## config.mk

```make
export PLATFORM = sky130hd
export DESIGN_NAME = matrix_operand_bank
export DESIGN_NICKNAME = d
export VERILOG_FILES = /design/src/rtl/matrix_operand_bank_pkg.sv /design/src/rtl/matrix_operand_bank_store.sv /design/src/rtl/matrix_operand_bank.sv
export SDC_FILE = /design/constraint.sdc
export NUM_CORES = 1
export LEC_CHECK = 0
export CORE_ASPECT_RATIO = 1.1
export CORE_MARGIN = 3
export CORE_UTILIZATION = 26
export CTS_CLUSTER_SIZE = 24
export DETAILED_ROUTE_END_ITERATION = 8
export PLACE_DENSITY = 0.44
export SLEW_MARGIN = 5
export SYNTH_ARGS = -nofsm -noshare
export SYNTH_HDL_FRONTEND = slang
export SYNTH_SLANG_ARGS = --single-unit
```

## constraint.sdc

```tcl
create_clock -name clk -period 2.8 [get_ports clk]
set_input_delay 0.28 -clock clk [delete_from_list [all_inputs] [get_ports clk]]
set_output_delay 0.28 -clock clk [all_outputs]
set_load 0.05 [all_outputs]
```

## src/rtl/matrix_operand_bank_pkg.sv

```systemverilog
// Shared types and sizing helpers for the matrix operand bank and its stores.
package matrix_pkg;

  localparam int DEFAULT_N  = 3;
  localparam int DEFAULT_DW = 4;

  typedef enum logic [1:0] {IDLE, ARMED, STREAM, DONE} state_e;

  typedef enum logic {RD_COL, RD_ROW} rd_mode_e;

  // Index width for a range of `count` items; never narrower than one bit.
  function automatic int width_of(input int count);
    return (count > 1) ? $clog2(count) : 1;
  endfunction

endpackage

```

## src/rtl/matrix_operand_bank_store.sv

```systemverilog
// One N x N operand memory, filled serially in row-major order, read back as a
// column or a row selected by step index k.
module operand_store
  import matrix_pkg::*;
#(
  parameter int N  = DEFAULT_N,
  parameter int DW = DEFAULT_DW,
  parameter int AW = width_of(N * N),
  parameter int KW = width_of(N)
) (
  input  logic            clk,
  input  logic            clear,
  input  logic            wr_en,
  input  logic [DW-1:0]   wr_data,
  input  logic            cnt_clr,
  input  logic            cnt_hold,
  input  rd_mode_e        rd_mode,
  input  logic [KW-1:0]   rd_k,
  output logic            full,
  output logic [N*DW-1:0] rd_data
);

  localparam int DEPTH = N * N;
  // The counter must be able to hold DEPTH itself, which is the "full" value.
  localparam int CW = width_of(DEPTH + 1);

  logic [DW-1:0] mem_q [DEPTH];
  logic [DW-1:0] mem_d [DEPTH];
  logic [CW-1:0] cnt_q, cnt_d;

  assign full = (cnt_q == CW'(DEPTH));

  always_comb begin
    mem_d = mem_q;
    cnt_d = cnt_q;
    if (wr_en && !full) begin
      mem_d[cnt_q[AW-1:0]] = wr_data;
      cnt_d = cnt_q + CW'(1);
    end
    if (cnt_clr && !cnt_hold) begin
      cnt_d = '0;
    end
  end

  always_comb begin
    rd_data = '0;
    for (int i = 0; i < N; i++) begin
      if (rd_mode == RD_COL) begin
        rd_data[i*DW +: DW] = mem_q[AW'(i * N + int'(rd_k))];
      end else begin
        rd_data[i*DW +: DW] = mem_q[AW'(int'(rd_k) * N + i)];
      end
    end
  end

  always_ff @(posedge clk or posedge clear) begin
    if (clear) begin
      for (int a = 0; a < DEPTH; a++) begin
        mem_q[a] <= '0;
      end
      cnt_q <= '0;
    end else begin
      mem_q <= mem_d;
      cnt_q <= cnt_d;
    end
  end

endmodule

```

## src/rtl/matrix_operand_bank.sv

```systemverilog
// Holds weight matrix W and input matrix X and streams them to the PE array in
// outer-product order: step k presents W column k alongside X row k.
module matrix_operand_bank
  import matrix_pkg::*;
#(
  parameter int N  = DEFAULT_N,
  parameter int DW = DEFAULT_DW,
  parameter int AW = width_of(N * N),
  parameter int KW = width_of(N)
) (
  input  logic            clk,
  input  logic            clear,
  input  logic [DW-1:0]   data_in,
  input  logic            load_w,
  input  logic            load_x,
  input  logic            keep_w,
  input  logic            go,
  input  logic            out_ready,
  output logic            w_full,
  output logic            x_full,
  output logic            start,
  output logic            out_valid,
  output logic [KW-1:0]   out_step,
  output logic [N*DW-1:0] w_col,
  output logic [N*DW-1:0] x_row,
  output logic            done
);

  state_e          state_q, state_d;
  logic [KW-1:0]   step_q, step_d;
  logic            w_we, x_we, in_done;
  logic [N*DW-1:0] w_rd, x_rd;

  // W wins a simultaneous load; X only goes through when W did not take the cycle.
  assign w_we    = (state_q == IDLE) && load_w && !w_full;
  assign x_we    = (state_q == IDLE) && load_x && !x_full && !w_we;
  assign in_done = (state_q == DONE);

  operand_store #(.N(N), .DW(DW), .AW(AW), .KW(KW)) u_w_store (
    .clk      (clk),
    .clear    (clear),
    .wr_en    (w_we),
    .wr_data  (data_in),
    .cnt_clr  (in_done),
    .cnt_hold (keep_w),
    .rd_mode  (RD_COL),
    .rd_k     (step_q),
    .full     (w_full),
    .rd_data  (w_rd)
  );

  operand_store #(.N(N), .DW(DW), .AW(AW), .KW(KW)) u_x_store (
    .clk      (clk),
    .clear    (clear),
    .wr_en    (x_we),
    .wr_data  (data_in),
    .cnt_clr  (in_done),
    .cnt_hold (1'b0),
    .rd_mode  (RD_ROW),
    .rd_k     (step_q),
    .full     (x_full),
    .rd_data  (x_rd)
  );

  always_ff @(posedge clk or posedge clear) begin
    if (clear) begin
      state_q <= IDLE;
      step_q  <= '0;
    end else begin
      state_q <= state_d;
      step_q  <= step_d;
    end
  end

  always_comb begin
    state_d = state_q;
    step_d  = step_q;
    case (state_q)
      IDLE: begin
        if (w_full && x_full) state_d = ARMED;
      end
      ARMED: begin
        if (go) begin
          state_d = STREAM;
          step_d  = '0;
        end
      end
      STREAM: begin
        if (out_ready) begin
          if (step_q == KW'(N - 1)) begin
            state_d = DONE;
            step_d  = '0;
          end else begin
            step_d = step_q + KW'(1);
          end
        end
      end
      DONE: state_d = IDLE;
      default: state_d = IDLE;
    endcase
  end

  always_comb begin
    start     = (state_q == ARMED);
    out_valid = (state_q == STREAM);
    done      = (state_q == DONE);
    out_step  = step_q;
    w_col     = (state_q == STREAM) ? w_rd : '0;
    x_row     = (state_q == STREAM) ? x_rd : '0;
  end

endmodule

```

==> tab_implementation.tex <==
\begin{tabular}{lr}
\hline
Metric & Value \\
\hline
\multicolumn{2}{l}{\textbf{Final layout}} \\
Net count of the finished layout & 463 \\
Number of antenna repair diodes & 0 \\
Final design utilization & 32.79\% \\
Post-route cell area & 6123 µm² \\
Share of final-layout standard cells stronger than drive strength 1 & 40.87\% \\
Area delta synth->final & 22.32\% \\
Filler-free cell count of the finished design & about 700 \\
\multicolumn{2}{l}{\textbf{Placement}} \\
Port buffer count & between 40 and 50 \\
Final estimated routing congestion in global placement & 0.7865 \\
Number of cells after detailed placement & 664 \\
Worst slack at placement & 0.3153 ns \\
Detailed placement HPWL & 9.294 mm \\
Cell Area, Placed & a little under 6000 µm² \\
\multicolumn{2}{l}{\textbf{STA}} \\
Final worst-path setup slack & $\sim$0.14 ns \\
Post-route fraction of the period consumed by the critical path & 94.94\% \\
Worst max-slew margin expressed relative to the limit & 42.27\% \\
Final-report hold violation count & 0 \\
Final max-slew violation count & 0 \\
Unrepaired setup endpoints after global routing & false \\
Slew at the pin closest to its max-slew limit & 0.8632 ns \\
Clock tree skew after final layout & 0.006236 ns \\
Minimum clock period after layout & 2.658 ns \\
Setup Viol. Count Final & 0 \\
Max frequency & 0.3762 GHz \\
\multicolumn{2}{l}{\textbf{Synth}} \\
FFs w/ async S/R, synth & between 90\% and 100\% \\
Synthesized cell area & approximately 5000 µm² \\
\#FFs+latches synth & between 80 and 90 \\
Share of the yosys chip area belonging to registers & 41.99\% \\
Number of distinct library cells after synthesis & 42 \\
Count of yosys warnings during synthesis & 0 \\
Share of synthesized area spent on multiplexers & 31.17\% \\
Top flip-flop cell by instance count after synthesis & sky130\_fd\_sc\_hd\_\_dfrtp\_1 \\
Number of synthesized flops with an enable pin & 0 \\
Adder-cell share of the synthesized area & around 4.7\% \\
Average footprint of a synthesized cell & approximately 13 µm² \\
Syn nets & 427 \\
Post-synthesis compound-gate area fraction & 5.824\% \\
Post-Synthesis Cells & between 300 and 400 \\
Largest family of logic cells by synthesized area & multiplexers \\
Post-synthesis share of cell area spent on xor and xnor gates & 1.050\% \\
Share of synthesized cell area in and, or, nand and nor gates & 10.77\% \\
\multicolumn{2}{l}{\textbf{GRT}} \\
Residual overflow from global routing & 0 \\
Antenna violations before repair & 0 \\
Total track usage & about an eighth \\
Maximum number of pins on one net before global-route repair & 54 \\
Global-route wire length before repair & 20.47 mm \\
Vias in the first global route & between 3k and 4k \\
\multicolumn{2}{l}{\textbf{Power and ir drop}} \\
Leakage power of the design & between 2 and 3 nW \\
Maximum vdd ir drop & 0.3960 mV \\
Power Total & around 6.3 mW \\
Power per cell area & 1026 nW/µm² \\
\multicolumn{2}{l}{\textbf{Worst setup path}} \\
Worst EP arrival & 2.38 ns \\
Endpoint required time on the critical path & roughly 2.5 ns \\
Startpoint kind of the worst setup timing path & flip-flop \\
CP endpoint kind & output port \\
CP max FO & 15 \\
Category of the critical setup timing path & reg2out \\
FF-to-FF setup slack & 0.60 ns \\
\multicolumn{2}{l}{\textbf{Clocking}} \\
Insertion delay to the later sink of the worst-skew pair & 0.34 ns \\
Clock root buffer master & sky130\_fd\_sc\_hd\_\_clkbuf\_16 \\
Maximum buffer depth of the clock tree & 2 \\
H-tree lvl count & 3 \\
CTS tree & done \\
Register clock-pin slew on the reported worst setup and hold paths & 0.06 ns \\
CTS sink cnt & 84 \\
Number of buffers inserted during clock tree synthesis & 9 \\
\multicolumn{2}{l}{\textbf{Detailed routing}} \\
Final routed wirelength across all metal layers & around 13 mm \\
Avg Vias per Cell & 4.872 \\
Routed WL per cell & 19.15 µm \\
Antenna-violating nets left & 0 \\
Number of optimization iterations in the first detailed-route pass & 4 \\
Drt first-iter violations & 235 \\
Total via count after detailed routing & 3318 \\
Drt drc & 0 \\
\multicolumn{2}{l}{\textbf{Run status}} \\
Result of the run & completed \\
\multicolumn{2}{l}{\textbf{Floorplan}} \\
Area inside the core boundary & 18670 µm² \\
Die footprint & 20960 µm² \\
Die Span Y & 151.5 µm \\
Width of the chip & 138.3 µm \\
Cell Rows & 52 \\
Number of primary I/O pins & 42 \\
Starting density of the core & 26.81\% \\
\multicolumn{2}{l}{\textbf{Flow run}} \\
Number of max-cap violations & 0 \\
\multicolumn{2}{l}{\textbf{Worst hold path}} \\
Hold/Removal Path Class & in2async \\
\hline
\end{tabular}
==> metal layers <==
layer / share of wire, % / global-route usage (%)
met2: 47 / 20.02
met1: 48 / 18.15
met5: 0 / 0
met3: 3.3 / 2.166
met4: 1.6 / 4.545
==> registers in the layout, summed over array words and instances (netlist names) <==
signal           cells
state_q              2
u_x_store.cnt_q      4
u_x_store.mem_q     36
out_step             2
u_w_store.cnt_q      4
u_w_store.mem_q     36
==> critical path, stage by stage (launching register included) <==
cell                      delay (ns)
sky130_fd_sc_hd__dfrtp_2        0.40
sky130_fd_sc_hd__buf_4          0.21
sky130_fd_sc_hd__ha_1           0.24
sky130_fd_sc_hd__xnor2_1        0.24
sky130_fd_sc_hd__nand2_1        0.30
sky130_fd_sc_hd__o41ai_4        0.47
sky130_fd_sc_hd__buf_12         0.18
==> logic make-up after synthesis <==
group	Yosys count
mux	116
simple gates	93
flops	84
buf+inv	41
compound gates	38
fa+ha+maj	19
xor+xnor	6
==> timing repair <==
action,4_1_cts,5_1_grt
setup endpoints to repair,3,7
hold buffers,0,0
pin swaps,0,1
gates resized for setup,3,4
buffers inserted,0,1
==> metrics by stage <==
step           TNS [ns]  hold WS, ns
6_report              0       0.3227
4_1_cts               0       0.3330
5_1_grt               0       0.3605
3_5_place_dp          0       0.4913
2_1_floorplan  -0.04855       0.4147
3_3_place_gp          0       0.4874
==> cell usage after synthesis (all sizes together), types with 5 or more instances <==
cell | count | area (µm²)
a2111oi | 6 | 52.55
inv | 14 | 52.55
and2 | 11 | 68.82
mux2 | 79 | 889.6
buf | 18 | 136.4
and3 | 8 | 50.05
nand2 | 22 | 82.58
clkbuf | 9 | 33.78
ha | 19 | 237.7
mux2i | 13 | 130.1
nor2b | 21 | 131.4
dfrtp | 84 | 2102
mux4 | 24 | 540.5
o21ai | 5 | 25.02
a211oi | 6 | 50.05
nor2 | 14 | 52.55
==> layout by cell type (no fill, tap or decap), types with 13 or more instances in the layout <==
master                            instances
sky130_fd_sc_hd__dfrtp_1                 82
sky130_fd_sc_hd__mux2_2                  71
sky130_fd_sc_hd__mux4_2                  24
sky130_fd_sc_hd__buf_4                   23
sky130_fd_sc_hd__nand2_1                 22
sky130_fd_sc_hd__ha_1                    17
sky130_fd_sc_hd__clkdlybuf4s50_1         17
sky130_fd_sc_hd__nor2b_1                 13
sky130_fd_sc_hd__nor2_1                  13
sky130_fd_sc_hd__mux2i_1                 13
==> where the power goes <==
group / switching (mW) / internal [mW]
logic: 1.87 / 1.54
clock network: 0.485 / 0.619
registers: 0.247 / 1.51
==> final cells by class <==
cell class	count	area (µm²)
Multi-Input combinational cell	272	2803
Clock buffer	11	242.7
Inverter	14	58.81
Tap cell	243	304.0
Sequential cell	84	2105
Fill cell	1824	12550
Timing Repair Buffer	52	583.1
Clock inverter	5	27.53
==> worst paths after layout <==
| kind | start | depth (start not counted) | end |
|---|---|---|---|
| min reg2reg | u_w_store.mem_q[14]$_DFFE_PP0P_ | 1 | u_w_store.mem_q[14]$_DFFE_PP0P_ |
| min in group clk | u_w_store.mem_q[14]$_DFFE_PP0P_ | 1 | u_w_store.mem_q[14]$_DFFE_PP0P_ |
| max | out_step[1]$_DFFE_PP0P_ | 6 | x_row[10] |
| max reg2reg | u_w_store.cnt_q[1]$_DFFE_PP0P_ | 6 | u_x_store.mem_q[25]$_DFFE_PP0P_ |
| max in group asynchronous | clear | 3 | out_step[1]$_DFFE_PP0P_ |
| min | clear | 2 | u_x_store.mem_q[33]$_DFFE_PP0P_ |
(Power assumes the default switching activity.)
